## src/rtl/de_adpcm.sv

```systemverilog
// Receive-side decoder for the pair-wise ADPCM delta stream: raw {CbCr,Y} word,
// then a sign/magnitude coded word, re-expanded through a fixed 2-stage pipeline.
module de_adpcm (
  input  logic        clk,
  input  logic        rst,
  input  logic        in_en,
  input  logic [15:0] din,
  output logic        out_en,
  output logic [15:0] dout,
  output logic [15:0] pair_cnt,
  output logic        fmt_err,
  output logic        orphan
);

  // Stage-1 state: input phase tracker and the registered word.
  logic        ph_q;
  logic        s1_en_q;
  logic        s1_ph_q;
  logic [15:0] s1_din_q;

  // Stage-2 state: reference raw word and registered outputs.
  logic [15:0] prev_q,     prev_d;
  logic        out_en_q;
  logic [15:0] dout_q,     dout_d;
  logic [15:0] pair_cnt_q, pair_cnt_d;
  logic        fmt_err_q,  fmt_err_d;
  logic        orphan_q,   orphan_d;

  // Reconstruct one byte: magnitude m maps to (m*135)>>2, applied with saturation.
  function automatic logic [7:0] dec_byte(input logic [7:0] p,
                                          input logic       sgn,
                                          input logic [2:0] m);
    logic [9:0] r;
    logic [9:0] s;
    r = ({7'd0, m} * 10'd135) >> 2;
    if (sgn) begin
      s = {2'b00, p} + r;
      dec_byte = (s > 10'd255) ? 8'hFF : s[7:0];
    end else begin
      s = {2'b00, p} - r;
      dec_byte = s[9] ? 8'h00 : s[7:0];
    end
  endfunction

  // NOTE: every always_comb output gets a default first so no path can infer a latch.
  always_comb begin
    prev_d     = prev_q;
    dout_d     = 16'h0000;
    pair_cnt_d = pair_cnt_q;
    fmt_err_d  = fmt_err_q;
    orphan_d   = 1'b0;
    if (s1_en_q) begin
      if (!s1_ph_q) begin
        prev_d   = s1_din_q;
        dout_d   = s1_din_q;
        // A raw word followed by an idle input cycle will never get its coded word.
        orphan_d = ~in_en;
      end else begin
        dout_d     = {dec_byte(prev_q[15:8], s1_din_q[11], s1_din_q[10:8]),
                      dec_byte(prev_q[7:0],  s1_din_q[3],  s1_din_q[2:0])};
        pair_cnt_d = pair_cnt_q + 16'd1;
        if ((|s1_din_q[15:12]) || (|s1_din_q[7:4])) fmt_err_d = 1'b1;
      end
    end
  end

  // NOTE: sequential state uses non-blocking assignments only, so every register
  // samples pre-edge values regardless of block ordering.
  always_ff @(posedge clk or negedge rst) begin
    if (!rst) begin
      ph_q       <= 1'b0;
      s1_en_q    <= 1'b0;
      s1_ph_q    <= 1'b0;
      s1_din_q   <= 16'h0000;
      prev_q     <= 16'h0000;
      out_en_q   <= 1'b0;
      dout_q     <= 16'h0000;
      pair_cnt_q <= 16'h0000;
      fmt_err_q  <= 1'b0;
      orphan_q   <= 1'b0;
    end else begin
      ph_q       <= in_en ? ~ph_q : 1'b0;
      s1_en_q    <= in_en;
      s1_ph_q    <= in_en & ph_q;
      s1_din_q   <= din;
      prev_q     <= prev_d;
      out_en_q   <= s1_en_q;
      dout_q     <= dout_d;
      pair_cnt_q <= pair_cnt_d;
      fmt_err_q  <= fmt_err_d;
      orphan_q   <= orphan_d;
    end
  end

  assign out_en   = out_en_q;
  assign dout     = dout_q;
  assign pair_cnt = pair_cnt_q;
  assign fmt_err  = fmt_err_q;
  assign orphan   = orphan_q;

endmodule

```

## config.mk

```make
export PLATFORM = sky130hd
export DESIGN_NAME = de_adpcm
export DESIGN_NICKNAME = d
export VERILOG_FILES = /design/src/rtl/de_adpcm.sv
export SDC_FILE = /design/constraint.sdc
export NUM_CORES = 1
export LEC_CHECK = 0
export BUFFER_PORTS_ARGS = -buffer_cell sky130_fd_sc_hd__buf_2
export CORE_ASPECT_RATIO = 0.75
export CORE_MARGIN = 8
export CORE_UTILIZATION = 60
export CTS_CLUSTER_DIAMETER = 100
export DETAILED_ROUTE_END_ITERATION = 10
export HOLD_SLACK_MARGIN = 0.12
export PLACE_DENSITY_LB_ADDON = 0.1
export REMOVE_ABC_BUFFERS = 1
export SLEW_MARGIN = 10
export SYNTH_ARGS = -nofsm -noshare
export SYNTH_HDL_FRONTEND = slang
export SYNTH_SLANG_ARGS = --single-unit
```

## constraint.sdc

```tcl
create_clock -name clk -period 4.9 [get_ports clk]
set_input_delay 0.245 -clock clk [delete_from_list [all_inputs] [get_ports clk]]
set_output_delay 0.245 -clock clk [all_outputs]
set_load 0.01 [all_outputs]
```

==> results of run 1 <==
## power by group
part	internal, mW	switching [mW]
logic	0.220	0.284
clock network	0.293	0.238
registers	0.627	0.0567
## worst reg2reg max path, stage by stage, from the launching register on
cell and delay (ns):
dfrtp_1 0.50, fa_1 0.47, ha_1 0.24, fa_1 0.55
fa_1 0.47, o21bai_1 0.29, a311oi_1 0.20, nor2b_1 0.19
o21ai_2 0.09, a21o_2 0.28, o31ai_1 0.27
## state kept, by name, indices dropped and copies added, names as in the netlist
| signal | flops |
|---|---|
| prev_q | 16 |
| pair_cnt | 16 |
| orphan | 1 |
| s1_din_q | 16 |
| out_en | 1 |
| ph_q | 1 |
| s1_en_q | 1 |
| fmt_err | 1 |
| dout | 16 |
| s1_ph_q | 1 |
## worst min path at each step
stage,from,endpoint,depth (start not counted)
after floorplan,rst,dout[0]$_DFF_PN0_,0
after global placement,din[8],s1_din_q[8]$_DFF_PN0_,1
after detailed placement,din[1],s1_din_q[1]$_DFF_PN0_,1
after CTS,rst,s1_din_q[6]$_DFF_PN0_,2
after global routing,rst,prev_q[1]$_DFFE_PN0P_,2
final,rst,prev_q[0]$_DFFE_PN0P_,2
## per-layer routing
metal,routed length (µm),global-route usage [%]
met1,4505,26.06
met4,182,7.169
met2,4131,31.85
met5,0,0
met3,655,7.369
## through the flow
stage / area (µm²) / std cells
floorplan: 4065 / 388
global placement: 4451 / 527
detailed placement: 4451 / 527
CTS: 4847 / 560
global route: 4847 / 560
finish: 4847 / 560
## final cells by class
| class | count | share of cell area, % |
|---|---|---|
| Clock buffer | 9 | 2.556 |
| Clock inverter | 7 | 2.117 |
| Inverter | 28 | 2.168 |
| Multi-Input combinational cell | 290 | 45.56 |
| Sequential cell | 70 | 36.14 |
| Tap cell | 84 | 2.168 |
| Timing Repair Buffer | 72 | 9.293 |
## cells in the final DEF (no fill, tap or decap), types with 10 or more instances in the layout
cell and n:
dfrtp_1 70, buf_2 53, nand2_1 46, ha_1 41, nor2_1 33, inv_1 28, xor2_1 21, o21ai_0 20
dlygate4sd3_1 17, xnor2_1 16, a21o_1 10, a21oi_1 10, fa_1 10
## repair_timing
action	in CTS	in global routing
buffers inserted	0	0
hold buffers	17	0
hold endpoints to repair	18	0
## cells by family after synthesis
logic type                 count (synthesis)  share of synthesized area [%]
and+or+nand+nor                          115                          13.05
xor gates and xnor gates                  37                          7.863
buffers and inverters                     38                          3.916
AOI/OAI and AO/OA                         85                          14.72
muxes                                      2                         0.6374
DFF                                       70                          42.50
adders and majority gates                 51                          17.30
==> reports/qor.csv, run 1 <==
metric,value,unit
htreeDepth,3,
worstPathArrival,3.90,ns
port_buffers,53,
place_ws,1.297,ns
insertion_delay,0.36,ns
drt_wl_total,9476,µm
synth-async-reset-ratio,100.0,%
path_max_fanout,7,
ys_warn_count,0,
cts_buffers,9,
coreArea,6734,µm²
hp-class,primary input to asynchronous set/reset pin,
crit_path_max_incr_delay,0.55,ns
postRouteAntennaNets,0,
clock_path_buffers,2,
ff_latch_area,1752,µm²
post-route-drc-count,0,
synth.most_common_cell,dfrtp_1,
synth_cells,398,
track_usage,20.49,%
setup_violations,0,
fin_crit,3.641,ns
max_slew_margin,42.49,%
root_buffer,clkbuf_8,
ys_seq_area_share,42.50,%
crit_buf_inv,0,
post_cts_resized,0,
num_rows,26,
max-cap-violations,0,
drive_gt1_share,18.49,%
synth_top_area_share,42.50,%
status,"complete, no violations",
cts.sinks,70,
pin_count,54,
clkTransAtPathRegs,0.08,ns
worst-path-stages,10,
reg2reg_depth,10,
drt_iter0_markers,186,
reg2reg_to,dout[6]$_DFF_PN0_,
cp_slowest_cell,fa_1,
fin_crit_sh,74.31,%
cts_tree,yes,
synth.area.top_cells,"dfrtp_1, ha_1, fa_1",
post_drt_wl_per_cell,16.92,µm
crit_path_end,dout[6]$_DFF_PN0_,
fin_ws,1.259,ns
holdWs,0.06987,ns
globalplace.congestion,0.8955,
p_leak,2.501,nW
ys_top_cells_by_count,"dfrtp_1, nand2_1, ha_1, nor2_1, inv_1",
die_w,111.7,µm
dp_hpwl,6899,µm
worst_pin_slew,0.8626,ns
syn2layout_area_growth,17.61,%
hold_viol_final,0,
drv_slew,0,
rr_startpoint,s1_din_q[2]$_DFF_PN0_,
synth_edf_count,0,
vias_per_cell,5.582,
p_per_area,354.6,nW/µm²
grt_max_degree,71,
multiInputGateArea,2208,µm²
drt_pre_antenna_iters,4,
initial_core_util,61.20,%
die_area,9804,µm²
synth_cell_type_count,52,
antenna_cells,0,
syn_avg_cell_area,10.36,µm²
crit_start,s1_din_q[2]$_DFF_PN0_,
num_vias,3126,
netlist_area,4121,µm²
yosysTopAreaCell,dfrtp_1,
start_kind,flop,
fillers,502,
finClkSkew,0.01069,ns
grt_overflow,0,
grt_pass1_vias,3291,
fin_total_pwr,1.719,mW
path_class,flop to flop,
r2r_slack,1.26,ns
peakVddDrop,0.0002436,V
fp.dieH,87.78,µm
crit_required,5.16,ns
ys.flop_type,dfrtp_1,
nNetsFinal,541,
crit_family,adder cells,
crit_path_end_kind,flop,
synth-seq-cells,70,
finish.utilization,71.98,%
grt_pass1_wl,15790,µm
antenna_found_initial,0,
rsz0062_at_grt,false,
critPathMostFrequentCell,fa_1,
fin_tns_setup,0,ns
crit_chain,fa_1 -> ha_1 -> fa_1 -> fa_1 -> o21bai_1 -> a311oi_1 -> nor2b_1 -> o21ai_2 -> a21o_2 -> o31ai_1,
clock.fmax,274.6,MHz
(Power assumes the default switching activity.)
==> run 2: changes to the inputs <==
--- a/config.mk
+++ b/config.mk
@@ -8,7 +8,7 @@
 export BUFFER_PORTS_ARGS = -buffer_cell sky130_fd_sc_hd__buf_2
 export CORE_ASPECT_RATIO = 0.75
 export CORE_MARGIN = 8
-export CORE_UTILIZATION = 60
+export CORE_UTILIZATION = 58
 export CTS_CLUSTER_DIAMETER = 100
 export DETAILED_ROUTE_END_ITERATION = 10
 export HOLD_SLACK_MARGIN = 0.12
==> constraint.sdc (replaced) <==
create_clock -name clk -period 3.6 [get_ports clk]
set_input_delay 0.18 -clock clk [delete_from_list [all_inputs] [get_ports clk]]
set_output_delay 0.18 -clock clk [all_outputs]
set_load 0.01 [all_outputs]
==> run 2 against run 1 <==
Effect of this change: clock-buffer cell count up 1; first-iteration DRC count up 18%; setup slack worse by 1.1 ns; hold slack better by 0.28 ns; cell area up 3.3%; die area up 2.9%; register-to-register slack worse by 1.1 ns; combinational power up 45%; sequential cell count unchanged; non-clock buffer count up 10; critical path type unchanged; largest cell class unchanged; largest power group unchanged.
==> reports/qor.csv, run 2 (synthesis gave the netlist of run 1 again) <==
metric,value,unit
status,"complete, no violations",
grt_overflow,0,
initial_core_util,60.33,%
setup_violations,0,
layout_commonest_cell,dfrtp_1,
crit_path_end_kind,flop,
path_class,flop to flop,
hp-class,primary input to asynchronous set/reset pin,
drt_wl_total,9917,µm
antenna_cells,0,
clock.fmax,292.0,MHz
fin_crit_sh,95.12,%
worstPathArrival,3.69,ns
clkTransAtPathRegs,0.08,ns
num_vias,3202,
finClkSkew,0.007370,ns
worst_pin_slew,0.6455,ns
max-cap-violations,0,
vias_per_cell,5.618,
crit_required,3.87,ns
start_kind,flop,
rsz0062_at_grt,false,
grt_pass1_vias,3223,
postRouteAntennaNets,0,
grt_pass1_wl,16300,µm
clock_path_buffers,2,
antenna_found_initial,0,
cts.sinks,70,
hold_viol_final,0,
holdWs,0.3475,ns
cts_tree,yes,
max_slew_margin,56.96,%
dp_hpwl,7094,µm
fin_crit,3.424,ns
die_w,113.3,µm
track_usage,20.77,%
drv_slew,0,
drt_pre_antenna_iters,5,
die_area,10090,µm²
grt_max_degree,26,
coreArea,6832,µm²
post_drt_wl_per_cell,17.40,µm
fillers,511,
fin_total_pwr,2.471,mW
htreeDepth,3,
finish.utilization,73.30,%
globalplace.congestion,0.9056,
port_buffers,53,
p_leak,2.578,nW
p_per_area,493.5,nW/µm²
peakVddDrop,0.0002982,V
final_cell_mix,"dfrtp_1, buf_2, nand2_1",
syn2layout_area_growth,21.49,%
drt_iter0_markers,219,
fp.dieH,89.01,µm
num_rows,26,
cts_buffers,9,
pin_count,54,
nNetsFinal,551,
post-route-drc-count,0,
root_buffer,clkbuf_8,
drive_gt1_share,22.63,%
insertion_delay,0.35,ns
path_max_fanout,5,
==> run 2: repair_timing <==
item,in CTS,in global routing
pin swaps,0,5
cloned,0,0
endpoints found under the setup margin,5,16
endpoints found under the hold margin,42,0
gates resized for setup,1,13
setup buffers,0,4
hold buffers,18,0
==> run 2: worst paths after layout <==
| kind | startpoint | to | slack, ns | cells past startpoint |
|---|---|---|---|---|
| max | s1_din_q[0]$_DFF_PN0_ | dout[7]$_DFF_PN0_ | 0.18 | 11 |
| max in group asynchronous | rst | s1_din_q[9]$_DFF_PN0_ | 2.50 | 3 |
| max reg2reg | s1_din_q[0]$_DFF_PN0_ | dout[7]$_DFF_PN0_ | 0.18 | 11 |
| min | rst | dout[5]$_DFF_PN0_ | 0.35 | 2 |
| min in group clk | ph_q$_DFF_PN0_ | ph_q$_DFF_PN0_ | 0.42 | 1 |
| min reg2reg | ph_q$_DFF_PN0_ | ph_q$_DFF_PN0_ | 0.42 | 1 |
==> run 2: stage by stage <==
step | cells | TNS, ns | area [µm²] | setup slack (ns)
after floorplan | 388 | 0 | 4065 | 0.2986
after global placement | 532 | 0 | 4488 | 0.1170
after detailed placement | 532 | -0.04959 | 4488 | -0.03909
after CTS | 566 | 0 | 4925 | 0.004201
after global routing | 570 | 0 | 5007 | 0.002027
final | 570 | 0 | 5007 | 0.1757
==> run 2: final cells by class <==
type,count,area (µm²),share of cell area [%]
Inverter,28,105.1,2.099
Clock buffer,10,137.6,2.749
Timing Repair Buffer,82,528.0,10.54
Clock inverter,6,116.4,2.324
Multi-Input combinational cell,290,2260,45.13
Tap cell,84,105.1,2.099
Sequential cell,70,1755,35.06
==> run 2: power breakdown <==
part	internal [mW]	switching, mW
clock network	0.485	0.325
registers	0.854	0.0734
logic	0.324	0.408
==> run 2: metal layers <==
metal | vias to the layer above | global-route usage, % | wire length [µm]
li1 | 1510 | - | -
met1 | 1527 | 28.47 | 4523
met2 | 149 | 30.60 | 4274
met3 | 16 | 6.275 | 999
met4 | 0 | 7.349 | 119
met5 | - | 0 | 0
==> run 2: worst max-delay path, cell delays in order, from the launching register on <==
cell and delay [ns]:
dfrtp_2 0.45, fa_1 0.49, ha_1 0.24, fa_2 0.60, inv_1 0.06, ha_1 0.17
o21bai_1 0.18, a21oi_2 0.23, o21ai_2 0.10, o31a_1 0.26, mux2_4 0.30, o31ai_1 0.22
